$ cat src/rtl/text_pkg.sv
// Shared constants and encodings for the text writer and the display that
// consumes its buffer writes and scroll requests.
//   TEXT_COLS / TEXT_ROWS : character buffer geometry (1024 cells)
//   TEXT_VIS_ROWS         : rows visible on screen at scroll position 0
//   TEXT_BLANK            : glyph code written into erased cells
//   cmd_e                 : producer command encoding
//   state_e               : writer FSM states
//   scroll_e              : scroll request encoding shared with the display
package text_pkg;

    localparam int TEXT_COLS     = 32;
    localparam int TEXT_ROWS     = 32;
    localparam int TEXT_VIS_ROWS = 16;
    localparam int TEXT_ADDR_W   = 10;
    localparam logic [4:0] TEXT_BLANK = 5'd26;

    typedef enum logic [1:0] {
        CMD_CHAR      = 2'd0,
        CMD_BACKSPACE = 2'd1,
        CMD_NEWLINE   = 2'd2,
        CMD_CLEAR     = 2'd3
    } cmd_e;

    typedef enum logic [1:0] {
        ST_IDLE   = 2'd0,
        ST_FILL   = 2'd1,
        ST_CLEAR  = 2'd2,
        ST_REWIND = 2'd3
    } state_e;

    typedef enum logic [1:0] {
        SCROLL_HOLD = 2'd0,
        SCROLL_DOWN = 2'd1,
        SCROLL_UP   = 2'd2
    } scroll_e;

endpackage

$ cat src/rtl/text_writer.sv
// Character-buffer writer. Accepts CHAR / BACKSPACE / NEWLINE / CLEAR
// commands, turns them into single-cell buffer writes, tracks the cursor and
// asks the display to scroll as the cursor moves past the visible area.
// Ports:
//   clk_in, rst_in        : clock, synchronous active-high reset
//   valid_in, cmd_in,
//   char_in               : command request (accepted when ready_out is high)
//   ready_out             : high while idle
//   wr_valid_out,
//   wr_addr_out,
//   wr_data_out           : one-cycle buffer write (address row*COLS+col)
//   cursor_out            : address of the next cell to be written
//   scroll_dir_out        : 0 hold, 1 scroll down a line, 2 scroll up a line
module text_writer
    import text_pkg::*;
#(
    parameter int         COLS     = TEXT_COLS,
    parameter int         ROWS     = TEXT_ROWS,
    parameter int         VIS_ROWS = TEXT_VIS_ROWS,
    parameter logic [4:0] BLANK    = TEXT_BLANK
) (
    input  logic       clk_in,
    input  logic       rst_in,
    input  logic       valid_in,
    input  logic [1:0] cmd_in,
    input  logic [4:0] char_in,
    output logic       ready_out,
    output logic       wr_valid_out,
    output logic [9:0] wr_addr_out,
    output logic [4:0] wr_data_out,
    output logic [9:0] cursor_out,
    output logic [1:0] scroll_dir_out
);

    // Number of scroll-up steps needed to bring row 0 back on screen.
    localparam int         REW_LEN   = ROWS - VIS_ROWS;
    localparam logic [9:0] REW_LAST  = 10'(REW_LEN);
    localparam logic [9:0] LAST_ADDR = 10'd1023;

    state_e     state_q, state_d;
    logic [9:0] cursor_q, cursor_d;
    logic [9:0] cnt_q, cnt_d;          // FILL/CLEAR address, REWIND step count
    logic       wr_valid_q, wr_valid_d;
    logic [9:0] wr_addr_q, wr_addr_d;
    logic [4:0] wr_data_q, wr_data_d;
    logic [1:0] scroll_q, scroll_d;

    logic [9:0] cursor_inc;
    logic [9:0] cursor_dec;

    assign cursor_inc = cursor_q + 10'd1;
    assign cursor_dec = cursor_q - 10'd1;

    function automatic logic row_start(input logic [9:0] a);
        return (32'(a) % COLS) == 0;
    endfunction

    // A cursor landing on column 0 of a row below the visible window needs
    // the display to follow it down one line.
    function automatic logic needs_scroll(input logic [9:0] a);
        int r;
        r = int'(32'(a) / COLS);
        return row_start(a) && (r >= VIS_ROWS) && (r <= ROWS - 1);
    endfunction

    always_comb begin
        state_d    = state_q;
        cursor_d   = cursor_q;
        cnt_d      = cnt_q;
        wr_valid_d = 1'b0;
        wr_addr_d  = wr_addr_q;
        wr_data_d  = wr_data_q;
        scroll_d   = SCROLL_HOLD;

        case (state_q)
            ST_IDLE: begin
                if (valid_in) begin
                    case (cmd_e'(cmd_in))
                        CMD_CHAR: begin
                            wr_valid_d = 1'b1;
                            wr_addr_d  = cursor_q;
                            wr_data_d  = char_in;
                            cursor_d   = cursor_inc;
                            if (cursor_q == LAST_ADDR) begin
                                state_d = ST_REWIND;
                                cnt_d   = '0;
                            end else if (needs_scroll(cursor_inc)) begin
                                scroll_d = SCROLL_DOWN;
                            end
                        end
                        CMD_BACKSPACE: begin
                            if (cursor_q != '0) begin
                                wr_valid_d = 1'b1;
                                wr_addr_d  = cursor_dec;
                                wr_data_d  = BLANK;
                                cursor_d   = cursor_dec;
                            end
                        end
                        CMD_NEWLINE: begin
                            // First blank goes out immediately; FILL carries on
                            // from the following cell.
                            wr_valid_d = 1'b1;
                            wr_addr_d  = cursor_q;
                            wr_data_d  = BLANK;
                            cnt_d      = cursor_inc;
                            state_d    = ST_FILL;
                        end
                        default: begin
                            wr_valid_d = 1'b1;
                            wr_addr_d  = '0;
                            wr_data_d  = BLANK;
                            cnt_d      = 10'd1;
                            state_d    = ST_CLEAR;
                        end
                    endcase
                end
            end

            ST_FILL: begin
                if (!row_start(cnt_q)) begin
                    wr_valid_d = 1'b1;
                    wr_addr_d  = cnt_q;
                    wr_data_d  = BLANK;
                    cnt_d      = cnt_q + 10'd1;
                end else begin
                    // cnt_q already holds the start of the next row (mod 1024).
                    cursor_d = cnt_q;
                    if (cnt_q == '0) begin
                        state_d = ST_REWIND;
                        cnt_d   = '0;
                    end else begin
                        state_d = ST_IDLE;
                        if (needs_scroll(cnt_q)) begin
                            scroll_d = SCROLL_DOWN;
                        end
                    end
                end
            end

            ST_CLEAR: begin
                wr_valid_d = 1'b1;
                wr_addr_d  = cnt_q;
                wr_data_d  = BLANK;
                cnt_d      = cnt_q + 10'd1;
                if (cnt_q == LAST_ADDR) begin
                    cursor_d = '0;
                    state_d  = ST_REWIND;
                    cnt_d    = '0;
                end
            end

            default: begin
                if (cnt_q == REW_LAST) begin
                    state_d = ST_IDLE;
                    cnt_d   = '0;
                end else begin
                    scroll_d = SCROLL_UP;
                    cnt_d    = cnt_q + 10'd1;
                end
            end
        endcase
    end

    always_ff @(posedge clk_in) begin
        if (rst_in) begin
            state_q    <= ST_IDLE;
            cursor_q   <= '0;
            cnt_q      <= '0;
            wr_valid_q <= 1'b0;
            wr_addr_q  <= '0;
            wr_data_q  <= '0;
            scroll_q   <= SCROLL_HOLD;
        end else begin
            state_q    <= state_d;
            cursor_q   <= cursor_d;
            cnt_q      <= cnt_d;
            wr_valid_q <= wr_valid_d;
            wr_addr_q  <= wr_addr_d;
            wr_data_q  <= wr_data_d;
            scroll_q   <= scroll_d;
        end
    end

    assign ready_out      = (state_q == ST_IDLE);
    assign wr_valid_out   = wr_valid_q;
    assign wr_addr_out    = wr_addr_q;
    assign wr_data_out    = wr_data_q;
    assign cursor_out     = cursor_q;
    assign scroll_dir_out = scroll_q;

endmodule

$ cat config.mk
export PLATFORM = sky130hd
export DESIGN_NAME = text_writer
export DESIGN_NICKNAME = d
export VERILOG_FILES = /design/src/rtl/text_pkg.sv /design/src/rtl/text_writer.sv
export SDC_FILE = /design/constraint.sdc
export NUM_CORES = 1
export LEC_CHECK = 0
export BUFFER_PORTS_ARGS = -buffer_cell sky130_fd_sc_hd__buf_2
export CORE_MARGIN = 4
export CORE_UTILIZATION = 55
export DETAILED_ROUTE_END_ITERATION = 8
export HOLD_SLACK_MARGIN = 0.12
export PLACE_DENSITY = 0.76
export RECOVER_POWER = 25
export SLEW_MARGIN = 20
export SYNTH_ARGS = -nofsm -noshare
export SYNTH_HDL_FRONTEND = slang
export SYNTH_SLANG_ARGS = --single-unit
$ cat constraint.sdc
create_clock -name clk_in -period 5.2 [get_ports clk_in]
set_clock_uncertainty 0.2 [all_clocks]
set_input_delay 0.52 -clock clk_in [delete_from_list [all_inputs] [get_ports clk_in]]
set_output_delay 0.52 -clock clk_in [all_outputs]
set_load 0.005 [all_outputs]
==> qor.csv <==
metric;value;unit
worstPathMaxFanout;12;
yosysTopAreaCellShare;26.5;%
fp-row-count;26;
finalSetupViolations;0;
cp-start-kind;register;
irDropWorstVdd;370;uV
cp.required;5.22;ns
hold_viol;0;
grt_setup_unrepaired;no;
cts_setup_buffers;0;
synth_top_area_cell;dfxtp_1;
die-height;82.1;um
cts_hold_buffers;0;
drtIter0Drc;406;
swShare;49.5;%
core_area;0.00520;mm2
instances_no_fill;481;
synth_edf_count;0;
diodes;0;
ys_seq_area_share;26.5;%
num-fill-cells;493;
fin_tns_setup;0;ns
yosysMostFrequentCell;dfxtp_1;
yosysWarnings;0;
vias;3182;
clockRootBuffer;clkbuf_8;
max_slew_margin;25.8;%
max-cap-violations;0;
synth_area_leaders;dfxtp_1, a21oi_1, ha_1, o21ai_0, nand2_1;
p_leak;1.18;nW
routed-wl-met3;787;um
via_per_inst;6.62;
synth-seq-cells;40;
overflow;0;
die_w;82.1;um
min_path_type;reg2reg;
power;0.00187;W
arrival;2.89;ns
cts-resized-gates;0;
internal-power;0.000942;W
synth_common_cells;dfxtp_1, a21oi_1, nand2_1;
ant_nets;0;
drive_gt1_share;11.7;%
endpoint_kind;register;
cts_buffers;5;
syn_area;0.00302;mm2
met2_length;4350;um
path_class;reg2reg;
m1WireLength;3950;um
wirelength;9280;um
insertion_delay;0.29;ns
antenna_found_initial;0;
initial_core_util;58.1;%
switchingPower;0.000925;W
route.detailed.drc;0;
dieArea;0.00674;mm2
syn_nets;419;
cellPowerDensity;580;mW/mm2
h-tree-depth;2;
wire_per_inst;19.3;um
worstHoldPathCells;2;
io_pins;39;
timing.final.crit_period;2.87;ns
areaGrowthSynthToFinish;6.58;%
clkTransAtPathRegs;0.08;ns
max_freq;349;MHz
dr.pass1.iters;8;
grt_pass1_vias;2827;
avgSynthCellArea;7.57;um2
cts_tree;built;
track_usage;28.5;%
routed.top_layer;met4;
grt_pass1_wl;14700;um
status;finished, final reports clean;
syn_inst;399;
ff2ff_path_depth;7;
p_comb_share;58.0;%
synthArstFlopShare;0;%
fin_crit_sh;55.2;%
synth_cell_type_count;67;
worstMarginPinSlew;1.10;ns
post-dp-hpwl;6380;um
pwr-share-clk;13.8;%
clock-sinks;40;
seq_power_share;28.2;%
grt_max_degree;40;
ctsLongestPathBuffers;2;
dp_cells;473;
place.gp.congestion;0.936;
port_buffers;38;
layout.nets;430;
slew_violations;0;
synthFlopType;dfxtp_1;
==> sequential cells by signal, indices dropped and copies added, names as in the netlist <==
register	flops
state_q	2
wr_data_out	5
cnt_q	10
wr_addr_out	10
cursor_out	10
wr_valid_out	1
scroll_dir_out	2
==> power by group through the flow <==
stage / Combinational [W] / Clock (W) / Sequential [W]
2_1_floorplan: 0.000863 / 0 / 0.000462
3_3_place_gp: 0.00106 / 0 / 0.000526
3_5_place_dp: 0.00107 / 0 / 0.000525
4_1_cts: 0.00107 / 0.000263 / 0.000518
5_1_grt: 0.00119 / 0.000277 / 0.000538
6_report: 0.00108 / 0.000258 / 0.000526
==> cells by family after synthesis <==
| group | Yosys count | share of synthesized area, % |
|---|---|---|
| XOR/XNOR | 12 | 3.48 |
| AND/OR/NAND/NOR | 147 | 25.8 |
| adder cells (fa/ha/maj) | 10 | 4.14 |
| multiplexers | 5 | 1.70 |
| AO/OA/AOI/OAI | 129 | 29.9 |
| buffers and inverters | 56 | 8.57 |
| flip-flops | 40 | 26.5 |
==> final timing paths <==
check                      start              to  slack [ns]
setup / recovery   cursor_out[0]  wr_addr_out[9]        2.33
hold / removal    wr_data_out[2]  wr_data_out[2]        0.25
setup reg to reg   cursor_out[0]  wr_addr_out[9]        2.33
hold reg to reg   wr_data_out[2]  wr_data_out[2]        0.25
==> cells in the final DEF, fill, tap and decap left out, drive strengths merged, types with 4 or more instances in the layout <==
cell / n
a21oi: 32
nand3: 19
o211ai: 5
a221oi: 7
a22oi: 4
nor3: 21
o31ai: 4
nand2: 30
nand4: 6
dfxtp: 40
o32ai: 6
a41oi: 4
o21ai: 27
nor2b: 6
inv: 19
clkbuf: 19
xor2: 7
buf: 27
xnor2: 5
a21o: 4
and3: 4
a211oi: 11
nor2: 27
ha: 10
nor4: 12
nand2b: 4
mux2i: 4
==> per-layer routing <==
metal | global-route usage (%) | vias to the layer above
met4 | 10.8 | 0
met1 | 39.9 | 1477
li1 | - | 1517
met3 | 5.10 | 25
met2 | 43.6 | 163
met5 | 0 | -
==> metrics by stage <==
stage          area (um2)  worst slack [ns]  hold WS [ns]  util [%]
3_3_place_gp         3130              2.23         0.237      60.1
5_1_grt              3220              2.19         0.273      61.9
4_1_cts              3240              2.41         0.253      62.2
2_1_floorplan        3020              2.91         0.248         -
3_5_place_dp         3130              2.14         0.243      60.1
6_report             3220              2.33         0.254      61.9
==> worst max-delay path, stage by stage, from the launching register on <==
cell and delay, ns:
dfxtp_1 0.62, inv_1 0.23, ha_1 0.26, nor2b_1 0.14
a41oi_1 0.39, o21a_1 0.51, o221ai_1 0.27, a21oi_1 0.18
==> area by class of cell <==
cell class	instances	area (um2)	area share, %
timing repair buffer	40	188	5.83
multi-input combinational	303	1960	60.9
sequential	40	801	24.9
tap	70	87.6	2.72
inverter	20	75.1	2.33
clock buffer	6	72.6	2.25
clock inverter	2	35.0	1.09
No activity file was read; power rests on OpenSTA's default activity.
